==> src/rtl/ccw_pkg.sv <==
// Shared types and CCW field layout for the RH20 channel command word sequencer.
package ccw_pkg;

   localparam int ADR_W_DEF = 22;
   localparam int WC_W_DEF  = 11;
   localparam int CCW_W     = 36;

   typedef enum logic [1:0] {
      IDLE   = 2'd0,
      FETCH  = 2'd1,
      DECODE = 2'd2,
      XFER   = 2'd3
   } ccw_state_e;

   // Op bits: bit0 selects data; bit1 is last (data) or jump (non-data); bit2 is reverse.
   localparam int OP_DATA_BIT = 0;
   localparam int OP_LAST_BIT = 1;
   localparam int OP_JUMP_BIT = 1;
   localparam int OP_REV_BIT  = 2;
   localparam int WC_LSB      = 3;
   localparam int ADR_LSB     = 14;

endpackage

==> src/rtl/ccw_seq_if.sv <==
// CCW fetch bus between the sequencer (master) and the memory port (slave).
interface ccw_seq_if
   import ccw_pkg::*;
#(
   parameter int ADR_W = ADR_W_DEF
) ();

   // Handshake: master raises ccw_mem_req_h with ccw_mem_adr_h and holds both
   // stable until the slave answers with a one-cycle ccw_mem_ack_h carrying
   // ccw_mem_data_h; the request drops the cycle after ack.
   logic               ccw_mem_req_h;
   logic [ADR_W-1:0]   ccw_mem_adr_h;
   logic               ccw_mem_ack_h;
   logic [CCW_W-1:0]   ccw_mem_data_h;

   modport master (
      output ccw_mem_req_h,
      output ccw_mem_adr_h,
      input  ccw_mem_ack_h,
      input  ccw_mem_data_h
   );

   modport slave (
      input  ccw_mem_req_h,
      input  ccw_mem_adr_h,
      output ccw_mem_ack_h,
      output ccw_mem_data_h
   );

endinterface

==> src/rtl/ccw_adr_ctr.sv <==
// Loadable up/down counter wrapping modulo 2^W; load has priority over step.
module ccw_adr_ctr #(
   parameter int W = 22
) (
   input  logic         clk_i,
   input  logic         rst_i,
   input  logic         load_i,
   input  logic [W-1:0] load_val_i,
   input  logic         step_i,
   input  logic         down_i,
   output logic [W-1:0] cnt_o
);

   logic [W-1:0] cnt_q;
   logic [W-1:0] cnt_d;

   always_comb begin
      cnt_d = cnt_q;
      if (load_i) begin
         cnt_d = load_val_i;
      end else if (step_i) begin
         cnt_d = down_i ? (cnt_q - W'(1)) : (cnt_q + W'(1));
      end
   end

   always_ff @(posedge clk_i) begin
      if (rst_i) begin
         cnt_q <= '0;
      end else begin
         cnt_q <= cnt_d;
      end
   end

   assign cnt_o = cnt_q;

endmodule

==> src/rtl/ccw_seq.sv <==
// RH20 channel command word sequencer: fetches CCWs, tracks count/address, chains jumps.
// Optional macro CCW_JUMP_LIMIT_EN bounds consecutive jump CCWs to MAX_JUMPS.
module ccw_seq
   import ccw_pkg::*;
#(
   parameter int ADR_W     = ADR_W_DEF,
   parameter int WC_W      = WC_W_DEF,
   parameter int MAX_JUMPS = 2
) (
   input  logic             clk_ccw_h,
   input  logic             ch_mr_reset_h,
   input  logic             ch_start_h,
   input  logic [ADR_W-1:0] ch_start_adr_h,
   ccw_seq_if.master        mem,
   input  logic             ccl_xfer_h,
   input  logic             ccl_dev_done_h,
   output logic [ADR_W-1:0] ccw_data_adr_h,
   output logic [WC_W-1:0]  ccw_wc_h,
   output logic             ccw_wcEq0_h,
   output logic             ccw_last_h,
   output logic             ccw_reverse_h,
   output logic             ccw_xfer_valid_h,
   output logic             ccw_ccwf_waiting_h,
   output logic             ccw_done_h,
   output logic             ccw_short_wc_err_h,
   output logic             ccw_long_wc_err_h,
   output logic             ccw_jump_err_h,
   output ccw_state_e       dbg_state_o
);

   localparam int JC_W = $clog2(MAX_JUMPS + 2);

   ccw_state_e       state_q;
   logic [CCW_W-1:0] ccw_q;
   logic [WC_W-1:0]  wc_q;
   logic [WC_W-1:0]  wc_d;
   logic [JC_W-1:0]  jcnt_q;
   logic             last_q, rev_q, done_q, short_q, long_q;
   logic [ADR_W-1:0] ptr;
   logic [ADR_W-1:0] fld_adr;
   logic             op_data, op_jump, op_halt, in_decode, xfer_step;
   logic             ptr_load, ptr_step, dadr_load;

   assign op_data   = ccw_q[OP_DATA_BIT];
   assign op_jump   = !op_data && ccw_q[OP_JUMP_BIT];
   assign op_halt   = !op_data && !ccw_q[OP_JUMP_BIT];
   assign fld_adr   = ccw_q[ADR_LSB +: ADR_W];
   assign in_decode = (state_q == DECODE) && !ccl_dev_done_h;
   assign xfer_step = (state_q == XFER) && ccl_xfer_h && (wc_q != '0);
   assign wc_d      = xfer_step ? (wc_q - WC_W'(1)) : wc_q;

`ifdef CCW_JUMP_LIMIT_EN
   logic jerr_q;
   logic jump_over;
   assign jump_over      = (jcnt_q >= JC_W'(MAX_JUMPS));
   assign ccw_jump_err_h = jerr_q;
`else
   assign ccw_jump_err_h = 1'b0;
`endif

   // The fetch pointer is only ever loaded or advanced, never stepped down.
   always_comb begin
      ptr_load = (state_q == IDLE) && ch_start_h;
`ifdef CCW_JUMP_LIMIT_EN
      ptr_load = ptr_load || (in_decode && op_jump && !jump_over);
`else
      ptr_load = ptr_load || (in_decode && op_jump);
`endif
   end
   assign ptr_step  = in_decode && op_data;
   assign dadr_load = in_decode && op_data;

   ccw_adr_ctr #(.W(ADR_W)) u_ptr_ctr (
      .clk_i      (clk_ccw_h),
      .rst_i      (ch_mr_reset_h),
      .load_i     (ptr_load),
      .load_val_i ((state_q == IDLE) ? ch_start_adr_h : fld_adr),
      .step_i     (ptr_step),
      .down_i     (1'b0),
      .cnt_o      (ptr)
   );

   ccw_adr_ctr #(.W(ADR_W)) u_dadr_ctr (
      .clk_i      (clk_ccw_h),
      .rst_i      (ch_mr_reset_h),
      .load_i     (dadr_load),
      .load_val_i (fld_adr),
      .step_i     (xfer_step),
      .down_i     (rev_q),
      .cnt_o      (ccw_data_adr_h)
   );

   always_ff @(posedge clk_ccw_h) begin
      if (ch_mr_reset_h) begin
         state_q <= IDLE;
         ccw_q   <= '0;
         wc_q    <= '0;
         jcnt_q  <= '0;
         last_q  <= 1'b0;
         rev_q   <= 1'b0;
         done_q  <= 1'b0;
         short_q <= 1'b0;
         long_q  <= 1'b0;
`ifdef CCW_JUMP_LIMIT_EN
         jerr_q  <= 1'b0;
`endif
      end else begin
         case (state_q)
            IDLE: begin
               if (ch_start_h) begin
                  state_q <= FETCH;
                  jcnt_q  <= '0;
                  last_q  <= 1'b0;
                  rev_q   <= 1'b0;
                  done_q  <= 1'b0;
                  short_q <= 1'b0;
                  long_q  <= 1'b0;
`ifdef CCW_JUMP_LIMIT_EN
                  jerr_q  <= 1'b0;
`endif
               end
            end
            FETCH: begin
               if (ccl_dev_done_h) begin
                  done_q  <= 1'b1;
                  state_q <= IDLE;
               end else if (mem.ccw_mem_ack_h) begin
                  ccw_q   <= mem.ccw_mem_data_h;
                  state_q <= DECODE;
               end
            end
            DECODE: begin
               if (ccl_dev_done_h || op_halt) begin
                  done_q  <= 1'b1;
                  state_q <= IDLE;
               end else if (op_jump) begin
`ifdef CCW_JUMP_LIMIT_EN
                  if (jump_over) begin
                     jerr_q  <= 1'b1;
                     done_q  <= 1'b1;
                     state_q <= IDLE;
                  end else begin
                     jcnt_q  <= jcnt_q + JC_W'(1);
                     state_q <= FETCH;
                  end
`else
                  if (jcnt_q != '1) begin
                     jcnt_q <= jcnt_q + JC_W'(1);
                  end
                  state_q <= FETCH;
`endif
               end else begin
                  wc_q    <= ccw_q[WC_LSB +: WC_W];
                  jcnt_q  <= '0;
                  last_q  <= ccw_q[OP_LAST_BIT];
                  rev_q   <= ccw_q[OP_REV_BIT];
                  state_q <= XFER;
               end
            end
            XFER: begin
               wc_q <= wc_d;
               if (ccl_xfer_h && (wc_q == '0)) begin
                  long_q <= 1'b1;
               end
               // Done is judged against the count after this cycle's transfer.
               if (ccl_dev_done_h) begin
                  if (wc_d != '0) begin
                     short_q <= 1'b1;
                  end
                  done_q  <= 1'b1;
                  state_q <= IDLE;
               end else if ((wc_q == '0) && !last_q) begin
                  state_q <= FETCH;
               end
            end
            default: state_q <= IDLE;
         endcase
      end
   end

   assign mem.ccw_mem_req_h  = (state_q == FETCH);
   assign mem.ccw_mem_adr_h  = ptr;
   assign ccw_ccwf_waiting_h = (state_q == FETCH);
   assign ccw_wc_h           = wc_q;
   assign ccw_wcEq0_h        = (state_q == XFER) && (wc_q == '0);
   assign ccw_xfer_valid_h   = (state_q == XFER) && (wc_q != '0);
   assign ccw_last_h         = last_q;
   assign ccw_reverse_h      = rev_q;
   assign ccw_done_h         = done_q;
   assign ccw_short_wc_err_h = short_q;
   assign ccw_long_wc_err_h  = long_q;
   assign dbg_state_o        = state_q;

endmodule

==> src/flat_wrapper.sv <==
// flat-port wrapper written by rule: the top's interface ports become plain ports
module ccw_seq_flat import ccw_pkg::*;
#(
   parameter int ADR_W     = ADR_W_DEF,
   parameter int WC_W      = WC_W_DEF,
   parameter int MAX_JUMPS = 2
)
  (clk_ccw_h, ch_mr_reset_h, ch_start_h, ch_start_adr_h, ccl_xfer_h, ccl_dev_done_h, ccw_data_adr_h, ccw_wc_h, ccw_wcEq0_h, ccw_last_h, ccw_reverse_h, ccw_xfer_valid_h, ccw_ccwf_waiting_h, ccw_done_h, ccw_short_wc_err_h, ccw_long_wc_err_h, ccw_jump_err_h, dbg_state_o, mem_ccw_mem_req_h, mem_ccw_mem_adr_h, mem_ccw_mem_ack_h, mem_ccw_mem_data_h);
  ccw_seq_if #(.ADR_W(ADR_W)) mem_i ();
  input  logic clk_ccw_h;
  input  logic ch_mr_reset_h;
  input  logic ch_start_h;
  input  logic [ADR_W-1:0] ch_start_adr_h;
  input  logic ccl_xfer_h;
  input  logic ccl_dev_done_h;
  output logic [ADR_W-1:0] ccw_data_adr_h;
  output logic [WC_W-1:0] ccw_wc_h;
  output logic ccw_wcEq0_h;
  output logic ccw_last_h;
  output logic ccw_reverse_h;
  output logic ccw_xfer_valid_h;
  output logic ccw_ccwf_waiting_h;
  output logic ccw_done_h;
  output logic ccw_short_wc_err_h;
  output logic ccw_long_wc_err_h;
  output logic ccw_jump_err_h;
  output ccw_state_e dbg_state_o;
  output wire logic [$bits(mem_i.ccw_mem_req_h)-1:0] mem_ccw_mem_req_h;
  output wire logic [$bits(mem_i.ccw_mem_adr_h)-1:0] mem_ccw_mem_adr_h;
  input wire logic [$bits(mem_i.ccw_mem_ack_h)-1:0] mem_ccw_mem_ack_h;
  input wire logic [$bits(mem_i.ccw_mem_data_h)-1:0] mem_ccw_mem_data_h;
  assign mem_ccw_mem_req_h = mem_i.ccw_mem_req_h;
  assign mem_ccw_mem_adr_h = mem_i.ccw_mem_adr_h;
  assign mem_i.ccw_mem_ack_h = mem_ccw_mem_ack_h;
  assign mem_i.ccw_mem_data_h = mem_ccw_mem_data_h;
  ccw_seq #(.ADR_W(ADR_W), .WC_W(WC_W), .MAX_JUMPS(MAX_JUMPS)) u_core (.clk_ccw_h(clk_ccw_h), .ch_mr_reset_h(ch_mr_reset_h), .ch_start_h(ch_start_h), .ch_start_adr_h(ch_start_adr_h), .mem(mem_i), .ccl_xfer_h(ccl_xfer_h), .ccl_dev_done_h(ccl_dev_done_h), .ccw_data_adr_h(ccw_data_adr_h), .ccw_wc_h(ccw_wc_h), .ccw_wcEq0_h(ccw_wcEq0_h), .ccw_last_h(ccw_last_h), .ccw_reverse_h(ccw_reverse_h), .ccw_xfer_valid_h(ccw_xfer_valid_h), .ccw_ccwf_waiting_h(ccw_ccwf_waiting_h), .ccw_done_h(ccw_done_h), .ccw_short_wc_err_h(ccw_short_wc_err_h), .ccw_long_wc_err_h(ccw_long_wc_err_h), .ccw_jump_err_h(ccw_jump_err_h), .dbg_state_o(dbg_state_o));
endmodule
==> config.mk <==
export PLATFORM = sky130hd
export DESIGN_NAME = ccw_seq_flat
export DESIGN_NICKNAME = d
export VERILOG_FILES = /design/src/rtl/ccw_pkg.sv /design/src/rtl/ccw_seq_if.sv /design/src/rtl/ccw_adr_ctr.sv /design/src/rtl/ccw_seq.sv /design/src/flat_wrapper.sv
export SDC_FILE = /design/constraint.sdc
export NUM_CORES = 1
export LEC_CHECK = 0
export CAP_MARGIN = 20
export CORE_MARGIN = 1.5
export CORE_UTILIZATION = 40
export DETAILED_ROUTE_END_ITERATION = 12
export GPL_TIMING_DRIVEN = 0
export HOLD_SLACK_MARGIN = 0.06
export PLACE_DENSITY_LB_ADDON = 0.15
export SLEW_MARGIN = 25
export SYNTH_ARGS = -nofsm -noshare
export SYNTH_HDL_FRONTEND = slang
export SYNTH_SLANG_ARGS = --single-unit
==> constraint.sdc <==
create_clock -name clk_ccw_h -period 2.9 [get_ports clk_ccw_h]
set_input_delay 0.58 -clock clk_ccw_h [delete_from_list [all_inputs] [get_ports clk_ccw_h]]
set_output_delay 0.58 -clock clk_ccw_h [all_outputs]
set_load 0.02 [all_outputs]
==> impl_metrics.tcl, run 1 <==
set metrics [dict create \
    grt_setup_unrepaired "no" \
    final_common_cell "nand2_1" \
    fin_skew_ns 0.007921 \
    dr.pass1.iters 5 \
    wl_um 21400 \
    num_vias 6877 \
    finalSetupViolCount 0 \
    cts_buffer_depth 2 \
    hold_depth 2 \
    syn-num-nets 919 \
    critPathLaunchType "flip-flop" \
    finalCritPeriodShare 0.9677 \
    synth_area_leaders "dfxtp_1, nand2_1, a21oi_1, ha_1, nor2_1" \
    die_h_um 126.3 \
    hold_violations 0 \
    synth_edf_count 0 \
    async_flop_share 0 \
    min_from "u_core.ccw_q[10]" \
    via_per_inst 5.928 \
    ir_worst_vdd_mv 0.3512 \
    routedWlPerCell_um 18.45 \
    critPathMaxFanout 6 \
    grt_pass1_wl_um 33790 \
    setup_slack_ns 0.09368 \
    io-pin-count 131 \
    synth_top_flop_cell "dfxtp_1" \
    synth.yosys.seq_area_share 0.3228 \
    min_period_ns 2.806 \
    yosysTopAreaCellShare 0.3228 \
    dpl-instance-area_mm2 0.007590 \
    dpl.cell_count 1143 \
    tightest_slew_ns 0.7548 \
    slowest_stage "or4b_1" \
    antenna_found_initial 0 \
    design.core.area_mm2 0.01470 \
    cts.sinks 98 \
    p_total_w 0.003153 \
    port_buffers 128 \
    final_area_mm2 0.007925 \
    max_cap_violations 0 \
    diodes 0 \
    final-max-slew-violation-count 0 \
    reg2reg_to "u_core.u_dadr_ctr.cnt_o[16]" \
    ff2ff_path_depth 7 \
    num_rows 44 \
    gp_congestion 0.9563 \
    path_clk_slew_ns 0.07 \
    hp-class "reg -> reg" \
    dp.final_hpwl_um 15960 \
    p_per_area_mw_per_mm2 397.8 \
    grt_use_total 0.2673 \
    crit_family "simple AND/OR/NAND/NOR gates" \
    cts_root_buffer "clkbuf_16" \
    min_to "u_core.ccw_wc_h[7]" \
    drtAntennaViolNets 0 \
    p_leak_nw 2.816 \
    grt_pass1_vias 6056 \
    die_w_um 126.3 \
    worst-path-buf-inv 2 \
    grt-ovfl-total 0 \
    endpoint_kind "primary output" \
    cts_buffers 9 \
    areaGrowthSynthToFinish_pct 30.41 \
    post-route-drc-count 0 \
    yosys.area.top_type "dfxtp_1" \
    path_cells "inv_1, ha_1, or4b_1, or3_4, nor2_1, buf_2" \
    cp_data_required_time_ns 2.32 \
    ys_seq_elements 98 \
    syn_inst 831 \
    slowest_delay_ns 0.48 \
    h-tree-depth 3 \
    slew_headroom 0.4968 \
    finalNonFillerCells 1160 \
    critPathKind "reg -> out" \
    layout-drive-gt1-share 0.04816 \
    fmax_mhz 356.3 \
    initial_core_util 0.4134 \
    grt_max_degree 26 \
    fp.dieArea_mm2 0.01594 \
    timing.rr.start "u_core.ccw_reverse_h" \
    drt-initial-drc-count 815 \
    layout.nets 1059 \
    post-place-ws_ns -0.1127 \
    synth_warnings 0 \
    run_status "finished clean" \
    postSynthAreaPerCell_um2 7.313 \
    critPathArrivalTime_ns 2.23 \
    cts_tree "built" \
    synth_area_mm2 0.006077 \
    path_depth 6 \
    final_cell_mix "nand2_1, clkdlybuf4s50_1, a21oi_1" \
    ys_types 73 \
    clk_latency_ns 0.35 \
    reg2reg_slack_ns 0.21 \
]
repair_timing:
action,4_1_cts,5_1_grt
pin swaps,0,0
hold buffers,0,0
setup buffers,0,1
endpoints found under the setup margin,3,2
gates resized for setup,8,3
cells by family (layout without fill, tap and decap cells):
group                    Yosys count  count (layout)  share of synthesized area
AO/OA/AOI/OAI                    267             267                     0.2802
XOR/XNOR                           9               9                    0.01297
adder cells (fa/ha/maj)           24              24                    0.05065
buffers and inverters             68             213                    0.04653
flip-flops                        98              98                     0.3228
multiplexers                       5               5                   0.008442
other                              1               1                  0.0006171
AND/OR/NAND/NOR                  359             359                     0.2777
per-stage QoR:
stage / hold WS, ns / TNS [ns] / utilization
detailed placement: 0.4452 / -0.1441 / 0.5163
global route: 0.4812 / 0 / 0.5392
floorplan: 0.4322 / 0 / -
global placement: 0.4441 / -0.1111 / 0.5163
CTS: 0.4566 / 0 / 0.5382
finish: 0.4569 / 0 / 0.5392
registers in the layout, summed over array words and instances (netlist names):
register,count
u_core.u_dadr_ctr.cnt_o,22
u_core.dbg_state_o,2
u_core.ccw_done_h,1
u_core.ccw_short_wc_err_h,1
u_core.ccw_reverse_h,1
u_core.ccw_wc_h,11
u_core.ccw_long_wc_err_h,1
u_core.u_ptr_ctr.cnt_o,22
u_core.ccw_last_h,1
u_core.ccw_q,36
cell usage after synthesis, types with 4 or more instances:
library cell and count:
a221oi_1 9, ha_1 23, and3_1 10, a22oi_1 11, a21o_1 12, o21ai_1 15, nand3b_1 6, and2_1 4
buf_2 4, o211ai_1 8, mux2i_1 4, a222oi_1 6, nand4_1 6, a211oi_1 9, o21a_1 7, nor4_1 5
a31oi_1 8, nor2_1 61, dfxtp_1 98, o21bai_1 4, nor3b_1 5, xnor2_1 8, clkbuf_1 44, and4_1 4
a21oi_1 107, or3_1 10, nand2_1 163, inv_1 16, nor3_1 28, nand2b_1 5, o21ai_0 31, nand3_1 30
o22ai_1 5
worst max path at each step:
stage | start | endpoint
after floorplan | u_core.ccw_reverse_h | u_core.u_dadr_ctr.cnt_o[16]
after global placement | u_core.ccw_reverse_h | u_core.u_dadr_ctr.cnt_o[16]
after detailed placement | u_core.ccw_reverse_h | u_core.u_dadr_ctr.cnt_o[16]
after CTS | u_core.dbg_state_o[0] | ccw_xfer_valid_h
after global routing | u_core.ccw_wc_h[0] | ccw_wcEq0_h
final | u_core.ccw_wc_h[0] | ccw_wcEq0_h
report_power, final:
group / internal (W) / switching [W]
Sequential: 0.00138 / 0.0000384
Combinational: 0.000187 / 0.000230
Clock: 0.000778 / 0.000542
Total: 0.00234 / 0.000811
tightest hold or removal path: stages, from the launching register on:
cell,delay [ns]
dfxtp_1,0.31
nand2_1,0.05
a21oi_1,0.05
area by class of cell:
type / instances / area, µm²
Fill cell: 1439 / 6774
Buffer: 52 / 226.5
Multi-Input combinational cell: 665 / 3835
Clock buffer: 11 / 242.7
Inverter: 16 / 60.06
Clock inverter: 5 / 77.57
Timing Repair Buffer: 129 / 1287
Sequential cell: 98 / 1966
Tap cell: 184 / 230.2
per-layer routing:
layer / vias up / global-route usage / share of wire
met3: 22 / 0.03356 / 0.084
met4: 0 / 0.07099 / 0.016
met5: - / 0 / 0
li1: 3320 / - / -
met1: 3188 / 0.3979 / 0.47
met2: 347 / 0.4063 / 0.43
(Power assumes the default switching activity.)
==> run 2, diff against run 1 <==
--- a/config.mk
+++ b/config.mk
@@ -8,6 +8,7 @@
 export CAP_MARGIN = 20
 export CORE_MARGIN = 1.5
 export CORE_UTILIZATION = 40
+export CTS_CLUSTER_DIAMETER = 50
 export DETAILED_ROUTE_END_ITERATION = 12
 export GPL_TIMING_DRIVEN = 0
 export HOLD_SLACK_MARGIN = 0.06
==> results of run 2 <==
Same layout as run 1: the final DEF is identical, and so are final timing and power.
